### src/rtl/ptt_link_scheduler.sv
// rtl/ptt_link_scheduler.sv - PTT debounce and half-duplex link turnaround sequencer
// Optional TX timeout watchdog: define PTT_TIMEOUT_EN
module ptt_link_scheduler #(
  parameter int DEBOUNCE_CYCLES   = 50000,
  parameter int GUARD_CYCLES      = 256,
  parameter int SYNC_INTERVAL     = 32,
  parameter int TX_TIMEOUT_CYCLES = 500000000
) (
  input  logic       clk,
  input  logic       rst_n,
  input  logic       ptt_raw,
  input  logic       spi_tx_busy,
  input  logic       sync_ack,
  input  logic       frame_done,
  output logic       ptt_clean,
  output logic       master_mode,
  output logic       audio_tx_en,
  output logic       sync_req,
  output logic       key_reseed,
  output logic [2:0] state_dbg,
  output logic [7:0] sync_count,
  output logic       timeout_flag
);

  localparam int DBW = $clog2(DEBOUNCE_CYCLES + 1);
  localparam int GW  = $clog2(GUARD_CYCLES + 1);
  localparam int FW  = $clog2(SYNC_INTERVAL + 1);
  localparam logic [DBW-1:0] DB_LAST = DBW'(DEBOUNCE_CYCLES - 1);
  localparam logic [GW-1:0]  G_LAST  = GW'(GUARD_CYCLES - 1);
  localparam logic [FW-1:0]  SI_LAST = FW'(SYNC_INTERVAL - 1);

  typedef enum logic [2:0] {
    ST_RX       = 3'd0,
    ST_TX_GUARD = 3'd1,
    ST_TX_SYNC  = 3'd2,
    ST_TX_AUDIO = 3'd3,
    ST_TX_DRAIN = 3'd4,
    ST_RX_GUARD = 3'd5
  } state_t;

  logic           sync1_q, sync1_d, sync2_q, sync2_d;
  logic           ptt_clean_q, ptt_clean_d;
  logic [DBW-1:0] db_cnt_q, db_cnt_d;
  state_t         state_q, state_d;
  logic [GW-1:0]  guard_cnt_q, guard_cnt_d;
  logic [FW-1:0]  frame_cnt_q, frame_cnt_d;
  logic [7:0]     sync_count_q, sync_count_d;
  logic           master_mode_q, master_mode_d;
  logic           audio_tx_en_q, audio_tx_en_d;
  logic           sync_req_q, sync_req_d;
  logic           key_reseed_q, key_reseed_d;
  logic           tx_expired;
  logic           rx_hold;
  logic           timeout_set;

  // Synchronize the button and debounce: toggle after DEBOUNCE_CYCLES differing samples
  always_comb begin
    sync1_d     = ptt_raw;
    sync2_d     = sync1_q;
    ptt_clean_d = ptt_clean_q;
    db_cnt_d    = '0;
    if (sync2_q != ptt_clean_q) begin
      if (db_cnt_q == DB_LAST) begin
        ptt_clean_d = ~ptt_clean_q;
      end else begin
        db_cnt_d = db_cnt_q + 1'b1;
      end
    end
  end

  // Link sequencer next state, counters and registered per-state outputs
  always_comb begin
    state_d      = state_q;
    guard_cnt_d  = guard_cnt_q;
    frame_cnt_d  = frame_cnt_q;
    sync_count_d = sync_count_q;
    timeout_set  = 1'b0;
    case (state_q)
      ST_RX: begin
        if (ptt_clean_q && !rx_hold) begin
          state_d     = ST_TX_GUARD;
          guard_cnt_d = G_LAST;
        end
      end
      ST_TX_GUARD: begin
        if (!ptt_clean_q) begin
          state_d = ST_RX;
        end else if (tx_expired) begin
          state_d     = ST_TX_DRAIN;
          timeout_set = 1'b1;
        end else if (guard_cnt_q == '0) begin
          state_d = ST_TX_SYNC;
        end else begin
          guard_cnt_d = guard_cnt_q - 1'b1;
        end
      end
      ST_TX_SYNC: begin
        // The request is only retired by the ack, never by a release
        if (sync_ack) begin
          sync_count_d = sync_count_q + 8'd1;
          frame_cnt_d  = '0;
          if (tx_expired) begin
            state_d     = ST_TX_DRAIN;
            timeout_set = 1'b1;
          end else if (ptt_clean_q) begin
            state_d = ST_TX_AUDIO;
          end else begin
            state_d = ST_TX_DRAIN;
          end
        end
      end
      ST_TX_AUDIO: begin
        if (frame_done) begin
          frame_cnt_d = frame_cnt_q + 1'b1;
        end
        // Release takes priority over a re-sync due on the same frame
        if (tx_expired) begin
          state_d     = ST_TX_DRAIN;
          timeout_set = 1'b1;
        end else if (!ptt_clean_q) begin
          state_d = ST_TX_DRAIN;
        end else if (frame_done && (frame_cnt_q == SI_LAST)) begin
          state_d = ST_TX_SYNC;
        end
      end
      ST_TX_DRAIN: begin
        if (!spi_tx_busy) begin
          state_d     = ST_RX_GUARD;
          guard_cnt_d = G_LAST;
        end
      end
      ST_RX_GUARD: begin
        if (guard_cnt_q == '0) begin
          state_d = ST_RX;
        end else begin
          guard_cnt_d = guard_cnt_q - 1'b1;
        end
      end
      default: begin
        state_d = ST_RX;
      end
    endcase
    master_mode_d = (state_d == ST_TX_GUARD) || (state_d == ST_TX_SYNC) ||
                    (state_d == ST_TX_AUDIO) || (state_d == ST_TX_DRAIN);
    audio_tx_en_d = (state_d == ST_TX_AUDIO);
    sync_req_d    = (state_d == ST_TX_SYNC);
    key_reseed_d  = (state_q == ST_TX_GUARD) && (state_d == ST_TX_SYNC);
  end

  // State and datapath registers
  always_ff @(posedge clk) begin
    if (!rst_n) begin
      sync1_q       <= 1'b0;
      sync2_q       <= 1'b0;
      ptt_clean_q   <= 1'b0;
      db_cnt_q      <= '0;
      state_q       <= ST_RX;
      guard_cnt_q   <= '0;
      frame_cnt_q   <= '0;
      sync_count_q  <= '0;
      master_mode_q <= 1'b0;
      audio_tx_en_q <= 1'b0;
      sync_req_q    <= 1'b0;
      key_reseed_q  <= 1'b0;
    end else begin
      sync1_q       <= sync1_d;
      sync2_q       <= sync2_d;
      ptt_clean_q   <= ptt_clean_d;
      db_cnt_q      <= db_cnt_d;
      state_q       <= state_d;
      guard_cnt_q   <= guard_cnt_d;
      frame_cnt_q   <= frame_cnt_d;
      sync_count_q  <= sync_count_d;
      master_mode_q <= master_mode_d;
      audio_tx_en_q <= audio_tx_en_d;
      sync_req_q    <= sync_req_d;
      key_reseed_q  <= key_reseed_d;
    end
  end

`ifdef PTT_TIMEOUT_EN
  localparam int TW = $clog2(TX_TIMEOUT_CYCLES + 1);
  localparam logic [TW-1:0] TO_LAST = TW'(TX_TIMEOUT_CYCLES - 1);

  logic [TW-1:0] tx_timer_q, tx_timer_d;
  logic          timeout_flag_q, timeout_flag_d;

  // TX timer: zero while idle in RX, saturating count through the TX states
  always_comb begin
    tx_timer_d     = tx_timer_q;
    timeout_flag_d = timeout_flag_q;
    if (state_q == ST_RX) begin
      tx_timer_d = '0;
    end else if ((state_q != ST_RX_GUARD) && (tx_timer_q != TO_LAST)) begin
      tx_timer_d = tx_timer_q + 1'b1;
    end
    if (timeout_set) begin
      timeout_flag_d = 1'b1;
    end else if ((state_q == ST_RX) && !ptt_clean_q) begin
      timeout_flag_d = 1'b0;
    end
  end

  // Timeout registers
  always_ff @(posedge clk) begin
    if (!rst_n) begin
      tx_timer_q     <= '0;
      timeout_flag_q <= 1'b0;
    end else begin
      tx_timer_q     <= tx_timer_d;
      timeout_flag_q <= timeout_flag_d;
    end
  end

  assign tx_expired   = (tx_timer_q == TO_LAST);
  assign rx_hold      = timeout_flag_q;
  assign timeout_flag = timeout_flag_q;
`else
  logic unused_timeout;

  assign tx_expired     = 1'b0;
  assign rx_hold        = 1'b0;
  assign timeout_flag   = 1'b0;
  assign unused_timeout = timeout_set ^ (TX_TIMEOUT_CYCLES != 0);
`endif

  assign ptt_clean   = ptt_clean_q;
  assign master_mode = master_mode_q;
  assign audio_tx_en = audio_tx_en_q;
  assign sync_req    = sync_req_q;
  assign key_reseed  = key_reseed_q;
  assign state_dbg   = state_q;
  assign sync_count  = sync_count_q;

endmodule

### config.mk
export PLATFORM = sky130hd
export DESIGN_NAME = ptt_link_scheduler
export DESIGN_NICKNAME = d
export VERILOG_FILES = /design/src/rtl/ptt_link_scheduler.sv
export SDC_FILE = /design/constraint.sdc
export NUM_CORES = 1
export LEC_CHECK = 0
export CAP_MARGIN = 20
export CELL_PAD_IN_SITES_DETAIL_PLACEMENT = 2
export CELL_PAD_IN_SITES_GLOBAL_PLACEMENT = 2
export CORE_MARGIN = 3
export CORE_UTILIZATION = 35
export CTS_BUF_LIST = sky130_fd_sc_hd__clkbuf_16
export DETAILED_ROUTE_END_ITERATION = 16
export PLACE_DENSITY = 0.83
export SKIP_LAST_GASP = 1
export SYNTH_ARGS = -nofsm -noshare
export SYNTH_HDL_FRONTEND = slang
export SYNTH_SLANG_ARGS = --single-unit
### constraint.sdc
create_clock -name clk -period 2.25 [get_ports clk]
set_input_delay 0.3375 -clock clk [delete_from_list [all_inputs] [get_ports clk]]
set_output_delay 0.3375 -clock clk [all_outputs]
set_load 0.02 [all_outputs]
======== Word-level counts from Yosys, hierarchy flattened ========
Index checks and enable logic that the tools add are counted.
W data, S select, Z words.
storage, ports and cells
  register bits ........................... 49
  input port bits ......................... 6
  output and inout port bits .............. 17
  word-level logic and storage cells ...... 68
cells by class
  add/sub/neg operators ................... 4
  eq/ne operators ......................... 17
  multiplexer cells ....................... 18
  bitwise operators ....................... 3
  reductions and logical operators ........ 14
operators with widths
  operator                 count
  $mux W9                  4
  $pmux W9 S4              1
  $mux W3                  9
  $pmux W3 S6              1
  $add A16 B1 Y16 const B  1
  $eq A16 B16 Y1 const B   1
  $eq A3 B2 Y1 const B     4
  $mux W6                  2
  $pmux W6 S2              1
  $ne A2 B2 Y1 const B     5
  $eq A3 B3 Y1 const B     3
  $logic_not A9 Y1         1
  $sub A9 B1 Y9 const B    1
  $add A8 B1 Y8 const B    1
  $add A6 B1 Y6 const B    1
  $eq A3 B1 Y1 const B     2
  $eq A6 B5 Y1 const B     1
  $reduce_and A2 Y1        2
  $reduce_and A4 Y1        1
  $reduce_bool A4 Y1       1
  $logic_not A3 Y1         1
  $logic_or A1 B1 Y1       3
  $not A1 Y1               3
  $reduce_and A3 Y1        1
  other kinds (4)          5

======== Longest topological paths before layout ========
Gate-level depths: netlist of the first run.
  depth after elaboration ................. 9
  depth in mapped cells ................... 8
  depth with buffers taken out ............ 6

======== Least setup slack after synthesis of the first run ========
Ideal clock, no wire load.
  path kind ............................... reg2reg
  start ................................... reg state_q[2] (netlist: state_dbg[2])
  end ..................................... reg guard_cnt_q[8]
  setup time .............................. 79 ps
  arrival ................................. 1653 ps
  required time ........................... 2171 ps
  path slack .............................. 518 ps
  cell stages (with the launch flop) ...... 6
  path buffers ............................ 1
  period minus slack after synthesis ...... 1732 ps
  path through ............................ dfxtp_1 buf_2 o21bai_1 a311o_1 or3_1 a211oi_2
between the ends
  longest elaborated chain between the ends .. 3
  elaborated cells between the ends (all ways) .. 10
  classes of those cells .................. 6 x eq/ne; 1 x mux; 3 x reduce/logical
RTL lines
  element                                                              RTL line  text
  from (decl)                                                          44        state_t state_q, state_d;
  from (signal assigned)                                               170       state_q <= state_d;
  $eq A3 B1 Y1 (tied with other cells)                                 n/a
  $reduce_bool A4 Y1 (no line) / $ne A2 B2 Y1 (equally long branches)  n/a
  $reduce_and A4 Y1 (no line)                                          n/a
  to (signal assigned)                                                 171       guard_cnt_q <= guard_cnt_d;
  to (decl)                                                            45        logic [GW-1:0] guard_cnt_q, guard_cnt_d;
Several ways; a longest one is shown, not always the timed one.
A chain may end at the register's enable or synchronous reset.

======== Final worst setup path of the first run ========
  start ................................... reg state_q[0] (netlist: state_dbg[0])
  end ..................................... out state_dbg[0]
RTL lines
  element    RTL line  text
  to (decl)  20        output logic [2:0] state_dbg,
No word-level cell between the ends.

==> results.yml, run 1 <==
run_status:
  run_status: "finished clean"
cells_and_area:
  fin_area_um2: 2860
  drive_gt1_share_pct: 9.253
  antenna_cells_inserted: 0
  mostFrequentLayoutCell: "sky130_fd_sc_hd__dfxtp_1"
  area.growth.synth_to_final_pct: 19.94
  finalNonFillerCells: 358
  layout.filler_cells: 720
  final_nets: 291
  mostFrequentLayoutCells: "sky130_fd_sc_hd__dfxtp_1 (49), sky130_fd_sc_hd__nor2_1 (33), sky130_fd_sc_hd__clkdlybuf4s50_1 (21)"
clock_tree:
  cts.clk_slew.worst_paths_ns: 0.06
  clkSinkCount: 49
  cts_root_cell: "sky130_fd_sc_hd__clkbuf_16"
  cts.repair.resized: 0
  insertion_delay_ns: 0.29
  cts_hold_repair.buffers: 0
  post-cts-setup-buffer-count: 0
  cts_inserted_buffers: 5
  clockBufferDepth: 2
  clock_tree_from_tritoncts: "built"
  cts-htree-levels: 2
timing:
  skew_ns: 0.006601
  setup_tns_ns: 0
  setup_viol: 0
  post-route-period-util_pct: 90.62
  slew_viol_final: 0
  rsz0062_at_grt: "false"
  max_clock_freq_mhz: 490.4
  fin_crit_ns: 2.039
  timing.max_slew.rel_slack_pct: 62.73
  count_of_final_hold_check_violations: 0
  tightest_slew_ns: 0.5552
grt:
  largest_net_degree_at_the_start_of_global_routing: 24
  overflow: 0
  grt_antenna_before_repair: 0
  first_pass_grt_wire_length_mm: 11.25
  grtUsageTotal_pct: 18.32
  first_global_vias: 2210
power:
  vdd.ir_drop.worst_v: 0.0003344
  power.static_leakage_nw: 1.060
  p_per_area_nw_per_um2: 616.9
route:
  detail_route.first_pass.iterations: 4
  num_vias: 2011
  routed_via_density: 5.617
  drcViolationCount: 0
  totalWireLength_mm: 6.470
  routedWlPerCell_um: 18.07
  detail-route-antenna-nets: 0
  drt_iter0_markers: 64
synthesis:
  primary_ff_master_synth: "sky130_fd_sc_hd__dfxtp_1"
  yosys.cell_types.count: 54
  synth_xor_area_share_pct: 9.182
  synth_async_reset_ratio_pct: 0
  yosys.area_share.simple_pct: 30.69
  synth_seq_cells: 49
  main_combinational_cell_family_by_area_after_synthesis: "simple AND/OR/NAND/NOR gates"
  yosysWarnings: 0
  synthesized_net_count: 268
  synth_compound_area_share_pct: 11.23
  muxShareOfSynthArea_pct: 1.259
  syn-instance-count: 257
  postSynthAreaPerCell_um2: 9.279
  synth_sequential_area_ratio_pct: 41.13
  synthAdderAreaFrac_pct: 2.623
  synth_enable_flop_cells: 0
  netlist_area_um2: 2385
floorplanning:
  ios: 23
  floorplan.initialDensity_pct: 36.92
  fp-row-count: 29
  floorplan.die.width_um: 88.55
  total_core_area_um2: 6459
  die-height_um: 88.55
  design.die.area_um2: 7840
placed_design:
  place.detailed.instances: 350
  finalWeightedCongestion: 0.7654
  portBuffers: 21
  placed_cell_area_um2: 2693
  post-dp-hpwl_mm: 4.578
job:
  maxCapViolations: 0
setup_path:
  critPathRequiredTime_ns: 1.91
  critical_path.top_delay_family: "buffers and inverters"
  cp_slowest_cell: "sky130_fd_sc_hd__clkdlybuf4s50_1"
  crit_chain: "buf_4 > clkdlybuf4s50_1"
  worst_setup_path_end_kind: "output port"
  timing.critical_path.arrival_ns: 1.70
  critPathBufInv: 2
  timing_worst_setup_path_type: "reg2out"
  critPathLaunchType: "register"
  delay_of_the_slowest_critical_path_stage_ns: 0.62
  path_max_fanout: 10
min_path:
  hold_path_class: "reg2reg"
final cells by class:
cell class | instances | area [um^2] | area share (%)
tap | 77 | 96.34 | 3.368
sequential | 49 | 980.9 | 34.30
multi-input combinational | 187 | 1315 | 45.98
inverter | 8 | 30.03 | 1.050
clock buffer | 5 | 125.1 | 4.374
clock inverter | 3 | 42.54 | 1.487
timing repair buffer | 29 | 270.3 | 9.449
cell usage after synthesis, types with 2 or more instances:
master / number / area [um^2]
sky130_fd_sc_hd__or4_1: 2 / 15.01
sky130_fd_sc_hd__a31oi_1: 2 / 12.51
sky130_fd_sc_hd__and2_1: 6 / 37.54
sky130_fd_sc_hd__and4_2: 3 / 30.03
sky130_fd_sc_hd__clkbuf_2: 2 / 10.01
sky130_fd_sc_hd__a311oi_1: 2 / 17.52
sky130_fd_sc_hd__dfxtp_1: 49 / 980.9
sky130_fd_sc_hd__and3_1: 7 / 43.79
sky130_fd_sc_hd__xor2_1: 19 / 166.4
sky130_fd_sc_hd__nand4_1: 14 / 87.58
sky130_fd_sc_hd__clkbuf_1: 7 / 26.28
sky130_fd_sc_hd__and4_1: 5 / 43.79
sky130_fd_sc_hd__o21ai_0: 3 / 15.01
sky130_fd_sc_hd__buf_2: 3 / 15.01
sky130_fd_sc_hd__nand3_1: 6 / 30.03
sky130_fd_sc_hd__ha_1: 5 / 62.56
sky130_fd_sc_hd__nor4bb_1: 3 / 30.03
sky130_fd_sc_hd__a211oi_1: 6 / 45.04
sky130_fd_sc_hd__nor4_1: 4 / 25.02
sky130_fd_sc_hd__a21oi_1: 5 / 25.02
sky130_fd_sc_hd__inv_1: 8 / 30.03
sky130_fd_sc_hd__nor2_1: 33 / 123.9
sky130_fd_sc_hd__nor2b_1: 4 / 25.02
sky130_fd_sc_hd__nand2b_1: 2 / 12.51
sky130_fd_sc_hd__xnor2_1: 6 / 52.55
sky130_fd_sc_hd__or3_1: 2 / 12.51
sky130_fd_sc_hd__nor3_1: 9 / 45.04
sky130_fd_sc_hd__nand2_1: 10 / 37.54
sky130_fd_sc_hd__mux2i_1: 3 / 30.03
sky130_fd_sc_hd__nand4b_1: 2 / 17.52
sky130_fd_sc_hd__and3b_1: 2 / 17.52
logic make-up (layout without fill, tap and decap cells):
group,count (synthesis),in the layout
muxes,3,3
other,1,1
adders and majority gates,5,5
AOI/OAI and AO/OA,32,32
and+or+nand+nor,121,121
buffers and inverters,21,45
DFF,49,49
xor gates and xnor gates,25,25
report_power, final:
group          internal, mW  switching (mW)  leakage, nW
logic                0.0135          0.0221        0.580
registers             0.869         0.00125        0.395
clock network         0.523           0.336       0.0852
final timing paths:
| kind | slack, ns | depth (start not counted) | endpoint | startpoint |
|---|---|---|---|---|
| min | 0.46 | 1 | sync2_q | sync1_q |
| max | 0.21 | 2 | state_dbg[0] | state_dbg[0] |
| min reg2reg | 0.46 | 1 | sync2_q | sync1_q |
| max reg2reg | 0.29 | 6 | master_mode | guard_cnt_q[0] |
metrics by stage:
| stage | hold WS [ns] | power [mW] | worst slack, ns | utilization (%) |
|---|---|---|---|---|
| 5_1_grt | 0.5015 | 1.838 | 0.1303 | 44.29 |
| 2_1_floorplan | 0.4118 | 0.9070 | 0.5175 | - |
| 3_5_place_dp | 0.4393 | 0.9260 | 0.2650 | 41.69 |
| 4_1_cts | 0.4549 | 1.785 | 0.2136 | 44.29 |
| 6_report | 0.4577 | 1.765 | 0.2110 | 44.29 |
| 3_3_place_gp | 0.4152 | 0.9245 | 0.2856 | 41.69 |
registers in the layout (all words and copies together), names as in the netlist:
signal	flops
master_mode	1
key_reseed	1
frame_cnt_q	6
sync_req	1
audio_tx_en	1
sync1_q	1
db_cnt_q	16
state_dbg	3
guard_cnt_q	9
sync2_q	1
sync_count	8
ptt_clean	1
metal layers:
| metal | part of all wire, % | up-vias | track usage [%] |
|---|---|---|---|
| li1 | - | 972 | - |
| met1 | 48 | 1012 | 23.53 |
| met2 | 48 | 22 | 31.54 |
| met3 | 2.2 | 5 | 3.631 |
| met4 | 1.1 | 0 | 4.533 |
| met5 | 0 | - | 0 |
No activity file was read; power rests on OpenSTA's default activity.
==> run 2: changes to the inputs <==
- SLEW_MARGIN: default -> 0
==> results of run 2 <==
The final DEF is identical to that of run 1; final timing and power are the same.
